--- config.mk ---
export PLATFORM = sky130hd
export DESIGN_NAME = rle_bit_packer
export DESIGN_NICKNAME = d
export VERILOG_FILES = /design/src/rtl/rle_pkg.sv /design/src/rtl/rle_fill_mask.sv /design/src/rtl/rle_bit_packer.sv
export SDC_FILE = /design/constraint.sdc
export NUM_CORES = 1
export LEC_CHECK = 0
export CAP_MARGIN = 20
export CORE_MARGIN = 3
export CORE_UTILIZATION = 55
export DETAILED_ROUTE_END_ITERATION = 10
export GPL_TIMING_DRIVEN = 0
export PLACE_DENSITY = 0.81
export REMOVE_ABC_BUFFERS = 1
export SLEW_MARGIN = 25
export SYNTH_ARGS = -nofsm -noshare
export SYNTH_HDL_FRONTEND = slang
export SYNTH_SLANG_ARGS = --single-unit
--- constraint.sdc ---
create_clock -name clk -period 9.75 [get_ports clk]
set_clock_uncertainty 0.05 [all_clocks]
set_input_delay 2.925 -clock clk [delete_from_list [all_inputs] [get_ports clk]]
set_output_delay 2.925 -clock clk [all_outputs]
set_load 0.05 [all_outputs]
--- src/rtl/rle_pkg.sv ---
`default_nettype none
// ============================================================================
// Module   : rle_pkg
// Brief    : Shared state encoding, token type and run-length helper.
// Revision : 1.0
// ============================================================================
package rle_pkg;

    typedef enum logic [2:0] {
        IDLE     = 3'd0,
        PRE_RD   = 3'd1,
        PRE_WAIT = 3'd2,
        RUN      = 3'd3,
        FIN_RD   = 3'd4,
        FIN_WAIT = 3'd5,
        FIN_WR   = 3'd6,
        DONE     = 3'd7
    } rle_state_t;

    localparam int TOK_LEN_W = 8;

    typedef struct packed {
        logic                 val;
        logic [TOK_LEN_W-1:0] len;
    } rle_token_t;

    function automatic logic [31:0] min_run(input logic [31:0] run_left,
                                            input logic [31:0] room);
        return (run_left < room) ? run_left : room;
    endfunction

endpackage
`default_nettype wire

--- src/rtl/rle_fill_mask.sv ---
`default_nettype none
// ============================================================================
// Module   : rle_fill_mask
// Brief    : Mask of n bits starting bit_ptr bits below the word MSB.
// Revision : 1.0
// ============================================================================
module rle_fill_mask
    import rle_pkg::*;
#(
    parameter  int WORD_W = 8,
    localparam int BIT_W  = $clog2(WORD_W)
) (
    input  logic [BIT_W-1:0]  bit_ptr,
    input  logic [BIT_W:0]    n,
    output logic [WORD_W-1:0] mask
);

    localparam logic [WORD_W-1:0] c_ones = '1;

    logic [BIT_W:0] w_end;

    // Shifts of WORD_W or more give zero, so a run ending at the LSB works.
    assign w_end = {1'b0, bit_ptr} + n;
    assign mask  = (c_ones >> bit_ptr) & ~(c_ones >> w_end);

endmodule
`default_nettype wire

--- src/rtl/rle_bit_packer.sv ---
`default_nettype none
// ============================================================================
// Module   : rle_bit_packer
// Brief    : Expands (bit, length) runs and packs them MSB-first into RAM
//            words with read-modify-write of partial words.
//            Optional statistics outputs: define RLE_PACKER_STATS_EN.
// Revision : 1.0
// ============================================================================
module rle_bit_packer
    import rle_pkg::*;
#(
    parameter  int WORD_W = 8,
    parameter  int ADDR_W = 16,
    parameter  int LEN_W  = 8,
    localparam int BIT_W  = $clog2(WORD_W)
) (
    input  logic              clk,
    input  logic              rst_n,
    input  logic              start,
    input  logic [ADDR_W-1:0] start_addr,
    input  logic [BIT_W-1:0]  start_bit,
    input  logic              tok_valid,
    output logic              tok_ready,
    input  logic              tok_bit,
    input  logic [LEN_W-1:0]  tok_len,
    input  logic              flush,
    output logic              busy,
    output logic              done,
    output logic [ADDR_W-1:0] end_addr,
    output logic [BIT_W-1:0]  end_bit,
    output logic [ADDR_W-1:0] mem_addr,
    output logic [WORD_W-1:0] mem_wdata,
    output logic              mem_we,
    output logic              mem_re,
    input  logic [WORD_W-1:0] mem_rdata
`ifdef RLE_PACKER_STATS_EN
    ,
    output logic [31:0]       stat_tokens,
    output logic [31:0]       stat_words
`endif
);

    localparam logic [BIT_W:0] c_full_ptr = (BIT_W+1)'(WORD_W);

    rle_state_t        r_state, w_state_n;
    logic [WORD_W-1:0] r_acc, w_acc_n;
    logic [BIT_W:0]    r_bit_ptr, w_ptr_n;
    logic [LEN_W-1:0]  r_run_left, w_run_left_n;
    logic              r_run_val, w_run_val_n;
    logic              r_flush, w_flush_n;
    logic [ADDR_W-1:0] r_cur_addr, w_addr_n;

    logic              w_busy_n, w_done_n, w_we_n, w_re_n;
    logic [ADDR_W-1:0] w_mem_addr_n, w_end_addr_n;
    logic [WORD_W-1:0] w_wdata_n;
    logic [BIT_W-1:0]  w_end_bit_n;

    logic              w_accept, w_full;
    logic [BIT_W:0]    w_ptr_eff, w_room, w_n, w_ptr_fill;
    logic [WORD_W-1:0] w_acc_eff, w_acc_fill, w_fill_mask, w_top_mask, w_merged;
    logic [ADDR_W-1:0] w_addr_eff;

    assign tok_ready = (r_state == RUN) && (r_run_left == '0) && !r_flush;
    assign w_accept  = tok_valid && tok_ready;

    // A full word is written out and cleared in the same cycle the next fill
    // step lands, so the fill always works from the "effective" word state.
    assign w_full     = (r_bit_ptr == c_full_ptr);
    assign w_ptr_eff  = w_full ? '0 : r_bit_ptr;
    assign w_acc_eff  = w_full ? '0 : r_acc;
    assign w_addr_eff = w_full ? r_cur_addr + ADDR_W'(1) : r_cur_addr;
    assign w_room     = c_full_ptr - w_ptr_eff;
    assign w_n        = (BIT_W+1)'(min_run(32'(r_run_left), 32'(w_room)));
    assign w_ptr_fill = w_ptr_eff + w_n;

    rle_fill_mask #(.WORD_W(WORD_W)) u_fill_mask (
        .bit_ptr (w_ptr_eff[BIT_W-1:0]),
        .n       (w_n),
        .mask    (w_fill_mask)
    );

    rle_fill_mask #(.WORD_W(WORD_W)) u_top_mask (
        .bit_ptr ({BIT_W{1'b0}}),
        .n       (r_bit_ptr),
        .mask    (w_top_mask)
    );

    assign w_acc_fill = r_run_val ? (w_acc_eff | w_fill_mask) : (w_acc_eff & ~w_fill_mask);
    assign w_merged   = (r_acc & w_top_mask) | (mem_rdata & ~w_top_mask);

    always_ff @(posedge clk or negedge rst_n) begin
        if (!rst_n) r_state <= IDLE;
        else        r_state <= w_state_n;
    end

    always_comb begin
        w_state_n    = r_state;
        w_acc_n      = r_acc;
        w_ptr_n      = r_bit_ptr;
        w_run_left_n = r_run_left;
        w_run_val_n  = r_run_val;
        w_flush_n    = r_flush;
        w_addr_n     = r_cur_addr;
        w_we_n       = 1'b0;
        w_wdata_n    = mem_wdata;
        w_mem_addr_n = mem_addr;
        w_end_addr_n = end_addr;
        w_end_bit_n  = end_bit;

        case (r_state)
            IDLE: begin
                if (start) begin
                    w_addr_n     = start_addr;
                    w_ptr_n      = {1'b0, start_bit};
                    w_acc_n      = '0;
                    w_run_left_n = '0;
                    w_flush_n    = 1'b0;
                    w_state_n    = (start_bit != '0) ? PRE_RD : RUN;
                end
            end
            PRE_RD: begin
                w_flush_n = r_flush | flush;
                w_state_n = PRE_WAIT;
            end
            PRE_WAIT: begin
                w_flush_n = r_flush | flush;
                w_acc_n   = mem_rdata & w_top_mask;
                w_state_n = RUN;
            end
            RUN: begin
                w_flush_n = r_flush | flush;
                if (w_accept) begin
                    w_run_left_n = tok_len;
                    w_run_val_n  = tok_bit;
                end
                if (w_full) begin
                    w_acc_n  = '0;
                    w_ptr_n  = '0;
                    w_addr_n = w_addr_eff;
                end
                if (r_run_left != '0) begin
                    w_acc_n      = w_acc_fill;
                    w_ptr_n      = w_ptr_fill;
                    w_run_left_n = r_run_left - LEN_W'(w_n);
                    w_addr_n     = w_addr_eff;
                    if (w_ptr_fill == c_full_ptr) begin
                        w_we_n       = 1'b1;
                        w_wdata_n    = w_acc_fill;
                        w_mem_addr_n = w_addr_eff;
                    end
                end else if (r_flush && !w_full) begin
                    w_state_n = (r_bit_ptr == '0) ? DONE : FIN_RD;
                end
            end
            FIN_RD:   w_state_n = FIN_WAIT;
            FIN_WAIT: begin
                w_acc_n      = w_merged;
                w_we_n       = 1'b1;
                w_wdata_n    = w_merged;
                w_mem_addr_n = r_cur_addr;
                w_state_n    = FIN_WR;
            end
            FIN_WR:   w_state_n = DONE;
            DONE:     w_state_n = IDLE;
            default:  w_state_n = IDLE;
        endcase

        // Registered outputs follow the state being entered.
        w_re_n   = (w_state_n == PRE_RD) || (w_state_n == FIN_RD);
        w_done_n = (w_state_n == DONE);
        w_busy_n = (w_state_n != IDLE) && (w_state_n != DONE);
        if (w_re_n) w_mem_addr_n = w_addr_n;
        if (w_done_n) begin
            w_end_addr_n = r_cur_addr;
            w_end_bit_n  = r_bit_ptr[BIT_W-1:0];
        end
    end

    always_ff @(posedge clk or negedge rst_n) begin
        if (!rst_n) begin
            r_acc      <= '0;
            r_bit_ptr  <= '0;
            r_run_left <= '0;
            r_run_val  <= 1'b0;
            r_flush    <= 1'b0;
            r_cur_addr <= '0;
            busy       <= 1'b0;
            done       <= 1'b0;
            end_addr   <= '0;
            end_bit    <= '0;
            mem_addr   <= '0;
            mem_wdata  <= '0;
            mem_we     <= 1'b0;
            mem_re     <= 1'b0;
        end else begin
            r_acc      <= w_acc_n;
            r_bit_ptr  <= w_ptr_n;
            r_run_left <= w_run_left_n;
            r_run_val  <= w_run_val_n;
            r_flush    <= w_flush_n;
            r_cur_addr <= w_addr_n;
            busy       <= w_busy_n;
            done       <= w_done_n;
            end_addr   <= w_end_addr_n;
            end_bit    <= w_end_bit_n;
            mem_addr   <= w_mem_addr_n;
            mem_wdata  <= w_wdata_n;
            mem_we     <= w_we_n;
            mem_re     <= w_re_n;
        end
    end

`ifdef RLE_PACKER_STATS_EN
    always_ff @(posedge clk or negedge rst_n) begin
        if (!rst_n) begin
            stat_tokens <= '0;
            stat_words  <= '0;
        end else if (r_state == IDLE && start) begin
            stat_tokens <= '0;
            stat_words  <= '0;
        end else begin
            if (w_accept && tok_len != '0 && stat_tokens != '1)
                stat_tokens <= stat_tokens + 32'd1;
            if (w_we_n && stat_words != '1)
                stat_words <= stat_words + 32'd1;
        end
    end
`endif

endmodule
`default_nettype wire

==> metrics.txt <==
fraction of registers with async set or reset after synthesis 1.000; die area 11610 um^2; Routed WL between 15 and 20 mm; Yosys cell types 68; setup violators final 0; worst min-delay path startpoint end_addr[1]$_DFFE_PN0P_; First-pass DRT Iterations 5; hold_ws 0.4617 ns; Crit Path Max Fanout 22; first-pass GRT wire length 25.74 mm; Area contributors post-synth dfrtp_1 39%, o21ai_0 5.5%, mux2_2 4.7%, nand2_1 4.4%, mux2i_1 4.2%; critical path capture point type output pin; io pins 89; sequential area share after synthesis 0.3868; Die Span Y roughly 110 um; placement-stage cell area 6611 um^2; RD Place Congestion a little over 0.9; Critical Path Source Type flip-flop; initial cell density of the core 0.5745; Root Buffer clkbuf_8; Final min period 6.447 ns; via count 5329; outcome complete, no violations; R2R Path Start r_bit_ptr[1]$_DFFE_PN0P_; RSZ-0062 raised after global routing false; GR Layer Usage met2 0.4356; setup TNS 0 ns; Synth-to-Final Area Change 19.30%; Synth Flop Type dfrtp_1; GR Util All Layers 0.2797; M3 GR Usage 0.05519; P per Cell Area ~410 nW/um^2; count of clock tree sinks 88; pins over their slew limit 0; most common cell in the netlist dfrtp_1; worst min path class reg -> reg; DR DRC count 0; Worst EP required 6.78 ns; final worst-path cycle share 0.6612; Die Width between 100 and 150 um; Post-synth top cells 88 x dfrtp_1, 66 x nand2_1, 62 x o21ai_0; Avg Cell Area, Syn 9.036 um^2; total CTS buffers 9; fraction of layout cells with a size suffix above 1 0.1004; # nets final 750; YS warnings 0; Post-CTS Setup Inserts 0; grt ovf 0; CTS hold repair buffers 0; Final Hold Violating Endpoints 0; max frequency 155.1 MHz; Least-Margin Pin Slew 1.071 ns; max cap viols 0; most used routing layer in global routing met2; DR vias/cell approximately 6.4; #FFs+latches synth 88; routed length per instance ~19 um; Critical Path Start r_state[1]$_DFF_PN0_; leading area contributor after synthesis dfrtp_1; LEAKAGE between 2 and 3 nW; antenna-violating nets left 0; relative slew slack 0.2859; Iter 0 DRT Violations 438; CP arrival 3.47 ns; Resized cells post-CTS 0; Worst-Skew Late Latency 0.37 ns; clock transition at the registers of the reported paths approximately 0.10 ns; CTS tree built; largest net degree at the start of global routing 54; met1 GRT Util 0.3906; fin area 6792 um^2; Post-synth EDFFs 0; ant diodes 0; Worst Reg2Reg Path Length in Cells 18; vias in the first global route ~5100; worst vdd ir 0.0002292 V; H-Tree Depth 3; Buffers on Ports 88; dpl hpwl between 10 and 15 mm; Synth Cell Area 5693 um^2; initial antenna violation count 0; Min-Delay Path Depth 1; CP Class reg -> out; Post-Synthesis Cells 630; Core Box Area 9910 um^2; share of the synthesized area in the top cell type 0.3868; clk buf depth 2; num rows 36
==> registers in the layout, indices dropped and copies added, names as in the netlist <==
signal,cells
r_cur_addr,16
r_flush,1
r_bit_ptr,4
end_addr,16
r_run_left,8
r_run_val,1
mem_wdata,8
busy,1
r_acc,8
end_bit,3
done,1
mem_re,1
r_state,3
mem_addr,16
mem_we,1
==> cell families (layout without fill, tap and decap cells) <==
logic type,Yosys count,in the layout,synth area share
flops,88,88,0.3868
compound gates,196,196,0.2279
fa+ha+maj,17,17,0.04000
simple gates,201,201,0.1749
mux,52,52,0.09890
buf+inv,64,131,0.05033
xor+xnor,12,12,0.02110
==> through the flow <==
| stage | util | power (mW) | std cells | setup slack [ns] |
|---|---|---|---|---|
| 5_1_grt | 0.6854 | 2.976 | 830 | 3.188 |
| 3_3_place_gp | 0.6604 | 2.448 | 811 | 2.148 |
| 3_5_place_dp | 0.6672 | 2.509 | 814 | 3.771 |
| 6_report | 0.6854 | 2.778 | 830 | 3.303 |
| 4_1_cts | 0.6854 | 2.755 | 830 | 3.382 |
| 2_1_floorplan | - | 2.005 | 590 | 4.260 |
==> critical path, cell delays in order (launching register included) <==
cell and delay, ns:
dfrtp_1 0.56, nor2b_1 0.36, and2_1 0.90, nand2_1 0.27
nor2_1 0.17, clkdlybuf4s50_1 0.83
==> layout by cell type, fill, tap and decap left out, drive strengths merged, types with 6 or more instances in the layout <==
cell | synthesis | routed
a211oi | 9 | 9
nor2 | 51 | 51
ha | 15 | 15
a21oi | 35 | 35
o311ai | 9 | 9
a22oi | 12 | 12
xor2 | 6 | 6
mux2 | 28 | 28
clkdlybuf4s50 | 0 | 87
nand3 | 17 | 17
mux2i | 24 | 24
inv | 24 | 25
nor2b | 6 | 6
nand2 | 66 | 66
o21ai | 65 | 65
a31oi | 13 | 13
o21a | 6 | 6
a21o | 8 | 8
nand2b | 9 | 9
clkbuf | 21 | 10
dfrtp | 88 | 88
xnor2 | 6 | 6
and2 | 8 | 8
nand4 | 6 | 6
and3 | 8 | 8
nor3 | 15 | 15
==> worst paths after layout <==
check | to | slack [ns]
min reg2reg | end_addr[1]$_DFFE_PN0P_ | 0.46
max in group asynchronous | r_run_left[4]$_DFFE_PN0P_ | 6.68
max reg2reg | mem_addr[4]$_DFFE_PN0P_ | 3.63
min | end_addr[1]$_DFFE_PN0P_ | 0.46
max | tok_ready | 3.30
min in group asynchronous | end_addr[7]$_DFFE_PN0P_ | 2.39
==> power breakdown <==
group          internal, mW  switching (mW)
logic                 0.731            1.17
clock network         0.100           0.141
registers             0.498           0.143
==> cell type report <==
| cell class | count | area, um^2 |
|---|---|---|
| Sequential cell | 88 | 2202 |
| Timing Repair Buffer | 91 | 924.6 |
| Clock inverter | 6 | 42.54 |
| Clock buffer | 10 | 137.6 |
| Tap cell | 133 | 166.4 |
| Multi-Input combinational cell | 478 | 3228 |
| Fill cell | 782 | 3118 |
| Inverter | 24 | 90.09 |
==> routing by layer <==
metal  vias to the layer above  share of wire
met5                         -              0
met4                         0          0.022
met3                        26          0.071
met2                       261           0.48
met1                      2609           0.43
li1                       2433              -
No activity file was read; power rests on OpenSTA's default activity.
